## src/rtl/tinyqv_serial_regfile_pkg.sv

```systemverilog
// Shared types and constants for the nibble-serial TinyQV datapath.
package tinyqv_pkg;

    localparam int NIBBLES_PER_WORD = 8;
    localparam int NIB_BITS         = 3;
    localparam int NUM_REGS_E       = 16;
    localparam int WORD_BITS        = NIBBLES_PER_WORD * 4;

    typedef logic [3:0] reg_idx_t;
    typedef logic [3:0] nibble_t;

    localparam reg_idx_t REG_X0 = 4'd0;

endpackage

```

## src/rtl/tinyqv_serial_regfile_if.sv

```systemverilog
// Operand/result stream between the serial register file and its controller/ALU.
interface tinyqv_serial_regfile_if;
    import tinyqv_pkg::*;

    logic                start;
    reg_idx_t            rs1;
    reg_idx_t            rs2;
    reg_idx_t            rd;
    logic                wr_en;
    nibble_t             rd_nibble;
    nibble_t             rs1_nibble;
    nibble_t             rs2_nibble;
    logic [NIB_BITS-1:0] nib;
    logic                busy;
    logic                first;
    logic                last;

    modport master (
        output start, rs1, rs2, rd, wr_en, rd_nibble,
        input  rs1_nibble, rs2_nibble, nib, busy, first, last
    );

    modport slave (
        input  start, rs1, rs2, rd, wr_en, rd_nibble,
        output rs1_nibble, rs2_nibble, nib, busy, first, last
    );

endinterface

```

## src/rtl/tinyqv_nibble_mux.sv

```systemverilog
// Selects one 4-bit slice of a 32-bit word by nibble slot.
module tinyqv_nibble_mux
    import tinyqv_pkg::*;
(
    input  logic [WORD_BITS-1:0] i_word,
    input  logic [NIB_BITS-1:0]  i_nib,
    output nibble_t              o_nibble
);

    assign o_nibble = i_word[{i_nib, 2'b00} +: 4];

endmodule

```

## src/rtl/tinyqv_serial_regfile.sv

```systemverilog
// RV32E register file streaming rs1/rs2 and absorbing rd one nibble per clock, 8 clocks per op.
module tinyqv_serial_regfile
    import tinyqv_pkg::*;
#(
    parameter int NUM_REGS  = NUM_REGS_E,
    parameter int ADDR_BITS = 4
) (
    input logic                    clk,
    input logic                    rstn,
    tinyqv_serial_regfile_if.slave io_bus
);

    localparam logic [0:0]          ST_IDLE  = 1'b0;
    localparam logic [0:0]          ST_RUN   = 1'b1;
    localparam logic [NIB_BITS-1:0] NIB_LAST = NIB_BITS'(NIBBLES_PER_WORD - 1);

    logic [0:0]           r_state;
    logic [NIB_BITS-1:0]  r_nib;
    logic [ADDR_BITS-1:0] r_rs1;
    logic [ADDR_BITS-1:0] r_rs2;
    logic [ADDR_BITS-1:0] r_rd;
    logic                 r_wr_en;
    logic [WORD_BITS-1:0] r_regs [1:NUM_REGS-1];

    logic                 w_busy;
    logic                 w_at_last;
    logic                 w_accept;
    logic                 w_wr_fire;
    logic [WORD_BITS-1:0] w_rs1_word;
    logic [WORD_BITS-1:0] w_rs2_word;

    assign w_busy    = (r_state == ST_RUN);
    assign w_at_last = (r_nib == NIB_LAST);
    // A new op is only taken between ops, which makes slot-7 chaining bubble-free.
    assign w_accept  = io_bus.start & (~w_busy | w_at_last);
    assign w_wr_fire = w_busy & r_wr_en & (r_rd != REG_X0);

    // NOTE: sequential state uses non-blocking assignments so every flop samples pre-edge values.
    always_ff @(posedge clk or negedge rstn) begin
        if (!rstn) begin
            r_state <= ST_IDLE;
            r_nib   <= '0;
            r_rs1   <= '0;
            r_rs2   <= '0;
            r_rd    <= '0;
            r_wr_en <= 1'b0;
        end else begin
            if (w_accept) begin
                r_rs1   <= io_bus.rs1;
                r_rs2   <= io_bus.rs2;
                r_rd    <= io_bus.rd;
                r_wr_en <= io_bus.wr_en;
            end
            if (!w_busy) begin
                r_nib <= '0;
                if (io_bus.start) r_state <= ST_RUN;
            end else if (w_at_last) begin
                r_nib <= '0;
                if (!io_bus.start) r_state <= ST_IDLE;
            end else begin
                r_nib <= r_nib + 1'b1;
            end
        end
    end

    // NOTE: the register array is deliberately not reset; only the control state is.
    always_ff @(posedge clk) begin
        if (w_wr_fire) r_regs[r_rd][{r_nib, 2'b00} +: 4] <= io_bus.rd_nibble;
    end

    // NOTE: defaults first so no path through this block leaves a word unassigned (no latch).
    always_comb begin
        w_rs1_word = '0;
        w_rs2_word = '0;
        if (r_rs1 != REG_X0) w_rs1_word = r_regs[r_rs1];
        if (r_rs2 != REG_X0) w_rs2_word = r_regs[r_rs2];
    end

    tinyqv_nibble_mux u_rs1_mux (
        .i_word   (w_rs1_word),
        .i_nib    (r_nib),
        .o_nibble (io_bus.rs1_nibble)
    );

    tinyqv_nibble_mux u_rs2_mux (
        .i_word   (w_rs2_word),
        .i_nib    (r_nib),
        .o_nibble (io_bus.rs2_nibble)
    );

    assign io_bus.nib   = r_nib;
    assign io_bus.busy  = w_busy;
    assign io_bus.first = w_busy & (r_nib == '0);
    assign io_bus.last  = w_busy & w_at_last;

endmodule
```

## src/flat_wrapper.sv

```systemverilog
// flat-port wrapper written by rule: the top's interface ports become plain ports
module tinyqv_serial_regfile_flat import tinyqv_pkg::*;
#(
    parameter int NUM_REGS  = NUM_REGS_E,
    parameter int ADDR_BITS = 4
)
  (clk, rstn, io_bus_start, io_bus_rs1, io_bus_rs2, io_bus_rd, io_bus_wr_en, io_bus_rd_nibble, io_bus_rs1_nibble, io_bus_rs2_nibble, io_bus_nib, io_bus_busy, io_bus_first, io_bus_last);
  tinyqv_serial_regfile_if io_bus_i ();
  input logic clk;
  input logic rstn;
  input wire logic [$bits(io_bus_i.start)-1:0] io_bus_start;
  input wire logic [$bits(io_bus_i.rs1)-1:0] io_bus_rs1;
  input wire logic [$bits(io_bus_i.rs2)-1:0] io_bus_rs2;
  input wire logic [$bits(io_bus_i.rd)-1:0] io_bus_rd;
  input wire logic [$bits(io_bus_i.wr_en)-1:0] io_bus_wr_en;
  input wire logic [$bits(io_bus_i.rd_nibble)-1:0] io_bus_rd_nibble;
  output wire logic [$bits(io_bus_i.rs1_nibble)-1:0] io_bus_rs1_nibble;
  output wire logic [$bits(io_bus_i.rs2_nibble)-1:0] io_bus_rs2_nibble;
  output wire logic [$bits(io_bus_i.nib)-1:0] io_bus_nib;
  output wire logic [$bits(io_bus_i.busy)-1:0] io_bus_busy;
  output wire logic [$bits(io_bus_i.first)-1:0] io_bus_first;
  output wire logic [$bits(io_bus_i.last)-1:0] io_bus_last;
  assign io_bus_i.start = io_bus_start;
  assign io_bus_i.rs1 = io_bus_rs1;
  assign io_bus_i.rs2 = io_bus_rs2;
  assign io_bus_i.rd = io_bus_rd;
  assign io_bus_i.wr_en = io_bus_wr_en;
  assign io_bus_i.rd_nibble = io_bus_rd_nibble;
  assign io_bus_rs1_nibble = io_bus_i.rs1_nibble;
  assign io_bus_rs2_nibble = io_bus_i.rs2_nibble;
  assign io_bus_nib = io_bus_i.nib;
  assign io_bus_busy = io_bus_i.busy;
  assign io_bus_first = io_bus_i.first;
  assign io_bus_last = io_bus_i.last;
  tinyqv_serial_regfile #(.NUM_REGS(NUM_REGS), .ADDR_BITS(ADDR_BITS)) u_core (.clk(clk), .rstn(rstn), .io_bus(io_bus_i));
endmodule
```

## config.mk

```make
export PLATFORM = sky130hd
export DESIGN_NAME = tinyqv_serial_regfile_flat
export DESIGN_NICKNAME = d
export VERILOG_FILES = /design/src/rtl/tinyqv_serial_regfile_pkg.sv /design/src/rtl/tinyqv_serial_regfile_if.sv /design/src/rtl/tinyqv_nibble_mux.sv /design/src/rtl/tinyqv_serial_regfile.sv /design/src/flat_wrapper.sv
export SDC_FILE = /design/constraint.sdc
export NUM_CORES = 1
export LEC_CHECK = 0
export CAP_MARGIN = 30
export CORE_MARGIN = 5
export CORE_UTILIZATION = 48
export CTS_BUF_LIST = sky130_fd_sc_hd__clkbuf_4 sky130_fd_sc_hd__clkbuf_8
export CTS_CLUSTER_DIAMETER = 30
export CTS_CLUSTER_SIZE = 25
export DETAILED_ROUTE_END_ITERATION = 8
export SLEW_MARGIN = 20
export SYNTH_ARGS = -nofsm -noshare
export SYNTH_HDL_FRONTEND = slang
export SYNTH_HIERARCHICAL = 1
export SYNTH_SLANG_ARGS = --single-unit
```

## constraint.sdc

```tcl
create_clock -name clk -period 8.6 [get_ports clk]
set_input_delay 1.72 -clock clk [delete_from_list [all_inputs] [get_ports clk]]
set_output_delay 1.72 -clock clk [all_outputs]
set_load 0.005 [all_outputs]
```

* Yosys cells after proc, flatten, opt, wreduce, memory -nomap -nowiden
Memory sizes are Yosys's and may differ from the RTL's. Index checks and enable logic that the tools add are counted.
Cells by class: reductions and logical operators 4, bitwise gates (word level) 7, add/sub/neg operators 2, equal/unequal tests 1, shift-type cells 4, mux-type cells 9
Operator list (count):
- 32-bit 2-to-1 mux | 3
- 32-bit by 6-bit variable part select with 4-bit output | 2
- 4-bit by 7-bit variable shift with 32-bit output (first input constant) | 1
- 4-bit by 7-bit variable part select with 32-bit output | 1
- 4-bit nonzero test | 3
- 5-bit negation with 7-bit output | 1
- 3-bit 2-to-1 mux | 2
- 1-bit bitwise AND | 5
- 1-bit 2-to-1 mux | 4
- 3-bit by 1-bit adder with 3-bit output (second input constant) | 1
- 3-bit == test (second input constant) | 1
- 3-bit logical NOT | 1
- 1-bit NOT | 1
- 1-bit bitwise OR | 1
Word-level totals: output and inout bits 14, bits in writable memories 480, bits in registers 17, input bits 20, memories 1, logic and storage cells 34
Memories:
- u_core.r_regs | depth 15, width 32, read ports 2, clocked after Yosys merged registers in 0, write ports 1, RTL line tinyqv_serial_regfile.sv:23 | logic [WORD_BITS-1:0] r_regs [1:NUM_REGS-1];

* Logic depth before layout (Yosys ltp)
Gate-level depths: netlist of run 1.
depth after elaboration 4, depth in mapped cells 9, depth with buffers taken out 7

* By module
Netlist of run 1, hierarchy kept.
By module, submodules not included:
- tinyqv_serial_regfile | area each 23995.5 sq um, cells an instance 1607, times used 1, sequential area each 14839.2 sq um
- tinyqv_nibble_mux | area each 270.3 sq um, cells an instance 14, times used 2, sequential area each 0.0 sq um

* Worst setup path after synthesis of run 1
No wires, ideal clock.
kind reg2out, start register u_core.r_rs1[0], end output io_bus_rs1_nibble[0], data required time 6880 ps, arrival time 2243 ps, setup slack 4637 ps, stages on the path, launching flop included 8, buffers on the path 2, path through dfrtp_1 -> buf_2 -> buf_2 -> mux4_2 -> o211ai_1 -> o21ai_1 -> mux4_1 -> mux2_2
On the way: longest elaborated chain between the ends 3, elaborated cells between the ends (all ways) 4, classes of those cells 1 x shift; 1 x mux; 1 x reduce/logical; 1 x memory
Ends and longest elaborated chain:
- start, declared | RTL line tinyqv_serial_regfile.sv:19 | logic [ADDR_BITS-1:0] r_rs1;
- start signal, assigned | RTL line tinyqv_serial_regfile.sv:49 | r_rs1 <= io_bus.rs1;
- memory 15 x 32 bit or 4-bit nonzero test (tied branches)
- 32-bit 2-to-1 mux (*) | RTL line tinyqv_serial_regfile.sv:75 | if (r_rs1 != REG_X0) w_rs1_word = r_regs[r_rs1];
- named net u_core.w_rs1_word[12] | RTL line tinyqv_serial_regfile.sv:29 | logic [WORD_BITS-1:0] w_rs1_word;
- 32-bit by 6-bit variable part select with 4-bit output (*) | RTL line tinyqv_nibble_mux.sv:10 | assign o_nibble = i_word[{i_nib, 2'b00} +: 4];
- end, declared | RTL line flat_wrapper.sv:17 | output wire logic [$bits(io_bus_i.rs1_nibble)-1:0] io_bus_rs1_nibble;
The timed path passes the listed nets; every way through them passes the cells marked *.

* Worst setup path after layout of run 1
start register u_core.r_rs1[0], end output io_bus_rs1_nibble[1]
Same word-level chain as after synthesis.

==> flow_metrics.py, run 1 <==
metrics = {
    "run_status": {
        "outcome": "finished, final reports clean",
    },
    "power_and_ir_drop": {
        "p_int_mw": 6.311,
        "ir_drop_mv": 0.2306,
        "swShare": 0.3864,
        "pwr-share-seq": 0.319,
        "power_density_nw_per_um2": 369.8,
        "p_sw_mw": 3.975,
        "clockPowerShare": 0.279,
        "p_comb_frac": 0.402,
        "power.leakage_nw": 9.398,
    },
    "layout": {
        "final_layout_size_suffix_gt1_frac": 0.2169,
        "fillers": 4038,
        "diodes": 0,
        "fin_area_um2": 27810,
        "syn2layout_area_growth_pct": 13.35,
        "regArea_um2": 14860,
        "fin_nets": 1702,
        "multiInputGateArea_um2": 9004,
    },
    "synthesis": {
        "synth_largest_area_cell": "edfxtp_1",
        "syn_area_um2": 24540,
        "yosys_warnings": 6,
        "postSynth.asyncResetShare": 0.03421,
        "synth-edff-count": 480,
        "yosysSeqAreaShare": 0.6048,
        "synth_common_cells": "480 x edfxtp_1, 290 x mux2i_1, 166 x nor2_1, 64 x mux4_2",
        "yosysUniqueCellTypes": 40,
        "netlist_instances": 1635,
        "synth_flop_cell": "edfxtp_1",
        "yosysMostFrequentCell": "edfxtp_1",
        "ys_ff_latch": 497,
        "synth_area_per_cell_um2": 15.01,
        "netlist_top_cells_area": "edfxtp_1 59%, mux2i_1 12%, mux4_2 5.9%",
        "syn_nets": 1660,
        "synth.top_cell.area_share": 0.5875,
    },
    "timing": {
        "finalWorstSetupSlack_ns": 1.819,
        "fin_setup_tns_ns": 0,
        "tightestPinTransition_ns": 1.060,
        "setup_viol": 0,
        "rsz0062_at_grt": "false",
        "max_freq_mhz": 147.5,
        "fin_crit_ns": 6.781,
        "clock_skew_ns": 0.03011,
        "max_slew_margin": 0.2916,
        "hold_viol": 0,
        "period_share": 0.7885,
        "drv_slew": 0,
    },
    "grt": {
        "grt_pass1_wl_um": 106100,
        "antenna_found_initial": 5,
        "first_global_vias": 16030,
        "track_usage": 0.2575,
        "grt-ovfl-total": 0,
        "grt_start_max_net_pins": 58,
    },
    "clock_network": {
        "htree_num_levels": 3,
        "clk_pin_slew_ns": 0.06,
        "clk_path_buf_depth": 3,
        "cts_inserted_buffers": 103,
        "clockRootBuffer": "clkbuf_8",
        "cts_hold_buffers": 0,
        "cts.sinks": 497,
        "cts_tree": "done",
        "cts_resized": 0,
        "cts_setup_buffers": 0,
        "clk_latency_ns": 0.70,
    },
    "floorplan": {
        "start_util": 0.4871,
        "dieWidth_um": 236.1,
        "dieArea_um2": 55740,
        "coreArea_um2": 50380,
        "io_pins": 34,
        "die_h_um": 236.1,
        "core.rowCount": 82,
    },
    "routing": {
        "drt-total-wl_um": 73070,
        "routed-via-count": 15850,
        "first_iter_violations": 1783,
        "drc": 0,
        "wire_per_inst_um": 29.97,
        "via_per_inst": 6.499,
        "first_pass_iters": 5,
        "ant_nets": 0,
    },
    "critical_path": {
        "crit_path_cell_trace": "or3b_1 -> buf_4 -> o22ai_1 -> a221oi_1 -> o21ai_1 -> mux4_1 -> mux2_2 -> clkdlybuf4s50_1",
        "cp.arrival_ns": 5.06,
        "critPathKind": "reg2out",
        "cpPeakStageDelay_ns": 1.05,
        "required_ns": 6.88,
        "critPathBufInv": 2,
        "slowest_stage": "dfrtp_4",
        "start_kind": "flip-flop",
        "cp_top_family": "flip-flops",
        "end_kind": "output port",
        "cp_max_fo": 47,
    },
    "placed_design": {
        "gp_congestion": 0.9134,
        "post-place-ws_ns": 2.553,
        "place_hpwl_um": 47660,
        "placed_area_um2": 25360,
        "io_buffers": 33,
    },
    "hold_path": {
        "hold_class": "reg2reg",
    },
    "job": {
        "maxCapViolCount": 0,
    },
}
[kinds of logic (layout without fill, tap and decap cells)]
logic type	count (synthesis)	after routing	synth area share
simple gates	256	256	0.04743
buf+inv	134	265	0.03004
mux	421	421	0.2176
compound gates	322	322	0.09760
fa+ha+maj	5	5	0.002550
flops	497	497	0.6048
[layer usage]
layer | track usage | routed length, um
met3 | 0.06471 | 7376
met2 | 0.4053 | 34270
met5 | 0 | 0
met1 | 0.3596 | 29730
met4 | 0.07319 | 1697
[sequential cells by signal, summed over array words and instances, names as in the netlist]
register / flops
u_core/io_bus.busy: 1
u_core/io_bus.nib: 3
u_core/r_rd: 4
u_core/r_regs: 480
u_core/r_rs1: 4
u_core/r_rs2: 4
u_core/r_wr_en: 1
[cell usage in the layout, fill, tap and decap left out, types with 5 or more instances in the layout]
cell | synthesis | final
a211oi_1 | 32 | 32
a221oi_1 | 30 | 30
a22oi_1 | 63 | 63
and2_1 | 36 | 36
buf_4 | 19 | 29
bufinv_16 | 0 | 15
clkbuf_4 | 1 | 16
clkbuf_8 | 0 | 109
clkdlybuf4s50_1 | 0 | 33
clkinv_1 | 0 | 9
clkinv_2 | 0 | 10
clkinv_4 | 0 | 14
clkinvlp_4 | 0 | 11
dfrtp_1 | 17 | 11
dfrtp_4 | 0 | 6
edfxtp_1 | 480 | 480
ha_1 | 5 | 5
inv_6 | 0 | 7
mux2_2 | 51 | 51
mux2i_1 | 290 | 290
mux4_1 | 16 | 16
mux4_2 | 64 | 64
nand2_1 | 20 | 20
nand2b_1 | 5 | 5
nand3_1 | 6 | 6
nor2_1 | 166 | 166
nor4_2 | 3 | 5
o211ai_1 | 63 | 63
o21ai_1 | 60 | 60
o22ai_1 | 34 | 34
o22ai_2 | 30 | 30
[worst register-to-register path, stage by stage, from the launching register on]
cell      delay [ns]
dfrtp_1         0.79
inv_1           0.10
ha_1            0.22
ha_1            0.35
nand2b_1        0.21
nor4_2          0.71
nand2_1         0.58
nor2_1          0.55
[layout make-up]
cell class                 count  area share
multi-input combinational   1004      0.3237
sequential                   497      0.5344
inverter                       4   0.0005399
clock inverter                69     0.03001
timing repair buffer          67     0.02285
clock buffer                 125     0.05826
tap                          672     0.03023
[power by group through the flow]
stage | logic (mW) | registers, mW | clock network [mW]
after floorplan | 2.91 | 2.96 | 0
after global placement | 3.98 | 3.34 | 0
after detailed placement | 4.05 | 3.33 | 0
after CTS | 4.06 | 3.28 | 2.92
after global routing | 4.30 | 3.30 | 3.04
final | 4.14 | 3.28 | 2.87
[path summary, 6_finish.rpt]
check | startpoint | endpoint | slack (ns) | depth (start not counted)
max | u_core/r_rs1[0] | io_bus_rs1_nibble[1] | 1.82 | 8
min | u_core/r_wr_en | u_core/r_wr_en | 0.51 | 1
min reg2reg | u_core/r_wr_en | u_core/r_wr_en | 0.51 | 1
max in group asynchronous | rstn | u_core/r_rs2[0] | 6.91 | 2
max reg2reg | u_core/io_bus.nib[1] | u_core/r_regs[6][27] | 4.73 | 7
min in group asynchronous | rstn | u_core/r_rs2[3] | 1.40 | 2
[through the flow]
stage,instances,utilization,total power [mW],hold WS (ns)
final,2438,0.5521,10.29,0.5097
after global routing,2438,0.5521,10.64,0.5325
after CTS,2438,0.5521,10.26,0.5095
after detailed placement,2244,0.5034,7.380,0.4960
after global placement,2238,0.5013,7.322,0.4930
after floorplan,1635,-,5.875,0.4797
No activity file was read; power rests on OpenSTA's default activity.
==> run 2: changes to the inputs <==
Clock period 8.6 ns to 6.7 ns, I/O delays scaled along.
==> run 2 against run 1 <==
  * Count of clock-buffer cells in the layout fell by 4
  * Combinational power rose by 32%
  * Utilization grew 0.57 points
  * Register-to-register slack got worse by 2.1 ns
  * Hold slack improved by 0.00092 ns
  * Critical path type unchanged
==> flow_metrics.py, run 2 (synthesized netlist as in run 1, its figures left out) <==
metrics = {
    "clock_network": {
        "cts.sinks": 497,
        "cts_hold_buffers": 0,
        "clk_pin_slew_ns": 0.06,
        "cts_tree": "done",
        "cts_setup_buffers": 0,
        "clk_latency_ns": 0.71,
        "htree_num_levels": 3,
        "clockRootBuffer": "clkbuf_8",
        "clk_path_buf_depth": 3,
        "cts_inserted_buffers": 109,
        "cts_resized": 0,
    },
    "timing": {
        "finalWorstSetupSlack_ns": 0.7760,
        "fin_crit_ns": 5.924,
        "whs_ns": 0.5107,
        "period_share": 0.8842,
        "rsz0062_at_grt": "false",
        "max_slew_margin": 0.2785,
        "fin_setup_tns_ns": 0,
        "clock_skew_ns": 0.02340,
        "hold_viol": 0,
        "max_freq_mhz": 168.8,
        "tightestPinTransition_ns": 1.079,
        "setup_viol": 0,
        "drv_slew": 0,
    },
    "floorplan": {
        "dieArea_um2": 55740,
        "io_pins": 34,
        "die_h_um": 236.1,
        "start_util": 0.4871,
        "coreArea_um2": 50380,
        "dieWidth_um": 236.1,
        "core.rowCount": 82,
    },
    "critical_path": {
        "path_depth": 7,
        "crit_path_cell_trace": "buf_4 -> mux4_2 -> o211ai_1 -> o21ai_1 -> mux4_1 -> mux2_2 -> clkdlybuf4s50_1",
        "cp_top_family": "multiplexers",
        "reg2reg_depth": 7,
        "start_kind": "flip-flop",
        "critPathKind": "reg2out",
        "slowest_stage": "dfrtp_4",
        "end_kind": "output port",
        "cp.arrival_ns": 4.58,
        "required_ns": 5.36,
        "cp_max_fo": 34,
        "critPathBufInv": 2,
        "cpPeakStageDelay_ns": 0.81,
    },
    "layout": {
        "largest_reg_flops": 480,
        "regArea_um2": 14860,
        "regMostFlops": "u_core/r_regs",
        "fillers": 3975,
        "multiInputGateArea_um2": 8997,
        "final_common_cell": "edfxtp_1",
        "fin_area_um2": 28100,
        "final_util": 0.5577,
        "final_layout_size_suffix_gt1_frac": 0.2263,
        "fin_nets": 1724,
        "syn2layout_area_growth_pct": 14.51,
        "final_cells": 2469,
        "final_cell_mix": "480 x edfxtp_1, 290 x mux2i_1, 166 x nor2_1",
    },
    "hold_path": {
        "hold_path_depth": 1,
        "hold_class": "reg2reg",
    },
    "grt": {
        "track_usage": 0.2632,
        "first_global_vias": 16200,
        "antenna_found_initial": 6,
        "grt_start_max_net_pins": 74,
        "grt-ovfl-total": 0,
        "grt_pass1_wl_um": 108600,
    },
    "placed_design": {
        "place_inst": 2256,
        "gp_congestion": 0.9291,
        "place_hpwl_um": 50570,
        "placed_area_um2": 25460,
        "post-place-ws_ns": 1.527,
        "io_buffers": 33,
    },
    "routing": {
        "routed-via-count": 15940,
        "wire_per_inst_um": 30.31,
        "ant_nets": 0,
        "via_per_inst": 6.454,
        "drc": 0,
        "first_iter_violations": 2014,
        "first_pass_iters": 5,
        "drt-total-wl_um": 74840,
    },
    "power_and_ir_drop": {
        "power.leakage_nw": 9.542,
        "ir_drop_mv": 0.2697,
        "power_density_nw_per_um2": 478.8,
        "total_power_mw": 13.45,
    },
    "run_status": {
        "outcome": "finished, final reports clean",
    },
    "job": {
        "maxCapViolCount": 0,
    },
}
-- run 2: final timing paths --
kind	from	to	slack (ns)
max	u_core/r_rs1[0]	io_bus_rs1_nibble[0]	0.78
min in group asynchronous	rstn	u_core/io_bus.nib[0]	1.01
min	u_core/r_wr_en	u_core/r_wr_en	0.51
max reg2reg	u_core/io_bus.nib[1]	u_core/r_regs[13][16]	2.64
min reg2reg	u_core/r_wr_en	u_core/r_wr_en	0.51
max in group asynchronous	rstn	u_core/r_rs2[2]	5.41
-- run 2: area by class of cell --
cell class | count | area share
flip-flops and latches | 497 | 0.5289
multi-input cells | 1004 | 0.3202
clock buffers | 121 | 0.05727
clock inverters | 85 | 0.03460
well taps | 672 | 0.02993
repair buffers | 83 | 0.02823
inverters | 4 | 0.0005344
diodes | 3 | 0.0002672
-- run 2: worst reg2reg max path: cells and delay by family, from the launching register on --
| kind | cells | cell delay, ns |
|---|---|---|
| simple gates | 4 | 2.13 |
| buf+inv | 1 | 0.11 |
| flops | 1 | 0.85 |
| fa+ha+maj | 2 | 0.61 |
-- run 2: per-layer routing --
metal,share of wire,track usage
met5,0.00016,0
met4,0.028,0.09588
met3,0.086,0.05315
met2,0.47,0.4141
met1,0.41,0.3672
-- run 2: report_power, final --
part	internal [mW]	switching, mW
Clock	2.35	1.50
Combinational	2.23	3.22
Sequential	3.69	0.463
Total	8.27	5.18
==> run 3: changes to the inputs <==
Settings changed: CAP_MARGIN 30 to 10.
==> run 3 against run 2 <==
  * Register-to-register slack worse by 0.27 ns
  * Power down 0.37%
  * Fmax about the same
  * First-iteration DRC count down 12%
  * Critical path depth unchanged
  * Highest routed layer unchanged
==> flow_metrics.py, run 3 (synthesized netlist as in run 1, its figures left out) <==
metrics = {
    "layout": {
        "multiInputGateArea_um2": 8997,
        "largest_reg_flops": 480,
        "syn2layout_area_growth_pct": 14.02,
        "final_cell_mix": "480 x edfxtp_1, 290 x mux2i_1, 166 x nor2_1",
        "regArea_um2": 14860,
        "final_layout_size_suffix_gt1_frac": 0.2243,
        "fillers": 3987,
        "final_common_cell": "edfxtp_1",
        "fin_area_um2": 27980,
        "fin_nets": 1717,
        "final_util": 0.5553,
        "regMostFlops": "u_core/r_regs",
    },
    "clock_network": {
        "clockRootBuffer": "clkbuf_8",
        "cts_inserted_buffers": 108,
        "cts_tree": "done",
        "cts_resized": 0,
        "clk_latency_ns": 0.70,
        "cts_setup_buffers": 0,
        "clk_path_buf_depth": 3,
        "clk_pin_slew_ns": 0.07,
        "cts_hold_buffers": 0,
        "cts.sinks": 497,
        "htree_num_levels": 3,
    },
    "critical_path": {
        "r2r_end": "u_core/r_regs[9][19]",
        "end_kind": "output port",
        "required_ns": 5.36,
        "critPathKind": "reg2out",
        "critPathBufInv": 2,
        "cpPeakStageDelay_ns": 0.82,
        "reg2reg_depth": 6,
        "cp.arrival_ns": 4.59,
        "crit_path_cell_trace": "buf_4 -> mux4_2 -> o211ai_1 -> o21ai_1 -> mux4_1 -> mux2_2 -> clkdlybuf4s50_1",
        "cp_max_fo": 34,
        "slowest_stage": "dfrtp_4",
        "path_depth": 7,
        "r2r_slack_ns": 2.37,
        "start_kind": "flip-flop",
        "cp_top_family": "multiplexers",
        "r2r_start": "u_core/io_bus.nib[2]",
    },
    "power_and_ir_drop": {
        "power_density_nw_per_um2": 479.1,
        "swShare": 0.3872,
        "ir_drop_mv": 0.2728,
        "clockPowerShare": 0.286,
        "pwr-share-seq": 0.311,
        "p_sw_mw": 5.189,
        "power.leakage_nw": 9.475,
        "p_comb_frac": 0.403,
        "p_int_mw": 8.214,
    },
    "routing": {
        "drt-total-wl_um": 74730,
        "first_pass_iters": 6,
        "routed-via-count": 15980,
        "wire_per_inst_um": 30.42,
        "drc": 0,
        "ant_nets": 0,
        "via_per_inst": 6.505,
        "first_iter_violations": 1771,
    },
    "hold_path": {
        "hold_path_depth": 1,
        "worstHoldEndpoint": "u_core/r_wr_en",
        "hold_class": "reg2reg",
        "min-delay-start": "u_core/r_wr_en",
    },
    "floorplan": {
        "dieArea_um2": 55740,
        "dieWidth_um": 236.1,
        "start_util": 0.4871,
        "coreArea_um2": 50380,
        "core.rowCount": 82,
        "die_h_um": 236.1,
        "io_pins": 34,
    },
    "placed_design": {
        "gp_congestion": 0.9291,
        "io_buffers": 33,
        "placed_area_um2": 25410,
        "place_hpwl_um": 50380,
    },
    "timing": {
        "max_freq_mhz": 168.7,
        "hold_viol": 0,
        "clock_skew_ns": 0.02731,
        "fin_crit_ns": 5.929,
        "fin_setup_tns_ns": 0,
        "tightestPinTransition_ns": 1.167,
        "rsz0062_at_grt": "false",
        "period_share": 0.8850,
        "drv_slew": 0,
        "max_slew_margin": 0.2200,
        "setup_viol": 0,
        "whs_ns": 0.5081,
    },
    "run_status": {
        "outcome": "finished, final reports clean",
    },
    "grt": {
        "track_usage": 0.2635,
        "first_global_vias": 16260,
        "grt_pass1_wl_um": 109200,
        "antenna_found_initial": 4,
        "grt_start_max_net_pins": 74,
        "grt-ovfl-total": 0,
    },
    "job": {
        "maxCapViolCount": 0,
    },
}
run 3: changes by cell type in the layout (fill, tap and decap cells not counted), sizes merged:
cell      change
bufinv        -1
buf           -6
clkinv        -8
diode         -1
clkinvlp      +2
inv           +2
run 3: per-stage QoR:
stage,power [mW],cells,setup slack (ns)
3_3_place_gp,9.479,2254,1.552
6_report,13.40,2457,0.7706
5_1_grt,13.83,2455,0.6819
3_5_place_dp,9.516,2254,1.528
2_1_floorplan,7.541,1635,3.117
4_1_cts,13.36,2455,0.7628
run 3: area by class of cell:
cell class                 count  area share
antenna                        2   0.0001789
inverter                       4   0.0005367
clock buffer                 121     0.05774
tap                          672     0.03005
timing repair buffer          77     0.02496
sequential                   497      0.5312
clock inverter                80     0.03368
multi-input combinational   1004      0.3216
run 3: worst register-to-register path, stage by stage (launching register included):
cell and delay, ns:
dfrtp_1 1.05, inv_1 0.18, ha_1 0.44, nand2b_1 0.13, nor4_2 0.87, nand2_1 0.71
nor2_1 0.58
run 3: worst max path at each step:
stage	end	startpoint	slack [ns]
floorplan	io_bus_rs1_nibble[0]	u_core/r_rs1[0]	3.12
global placement	io_bus_rs1_nibble[0]	u_core/r_rs1[0]	1.55
detailed placement	io_bus_rs1_nibble[0]	u_core/r_rs1[0]	1.53
CTS	io_bus_rs1_nibble[0]	u_core/r_rs1[0]	0.76
global route	io_bus_rs1_nibble[0]	u_core/r_rs1[0]	0.68
finish	io_bus_rs1_nibble[0]	u_core/r_rs1[0]	0.77
run 3: power by group through the flow:
stage          clock network, mW  logic [mW]  registers, mW
2_1_floorplan                  0        3.74           3.80
3_3_place_gp                   0        5.25           4.23
6_report                    3.83        5.40           4.17
5_1_grt                     4.04        5.60           4.20
4_1_cts                     3.89        5.30           4.17
3_5_place_dp                   0        5.28           4.23
run 3: per-layer routing:
| metal | vias up | global-route usage | part of all wire |
|---|---|---|---|
| li1 | 6739 | - | - |
| met1 | 8130 | 0.3708 | 0.41 |
| met2 | 954 | 0.4162 | 0.47 |
| met3 | 156 | 0.05023 | 0.093 |
| met4 | 4 | 0.08990 | 0.029 |
| met5 | - | 0 | 0.00036 |
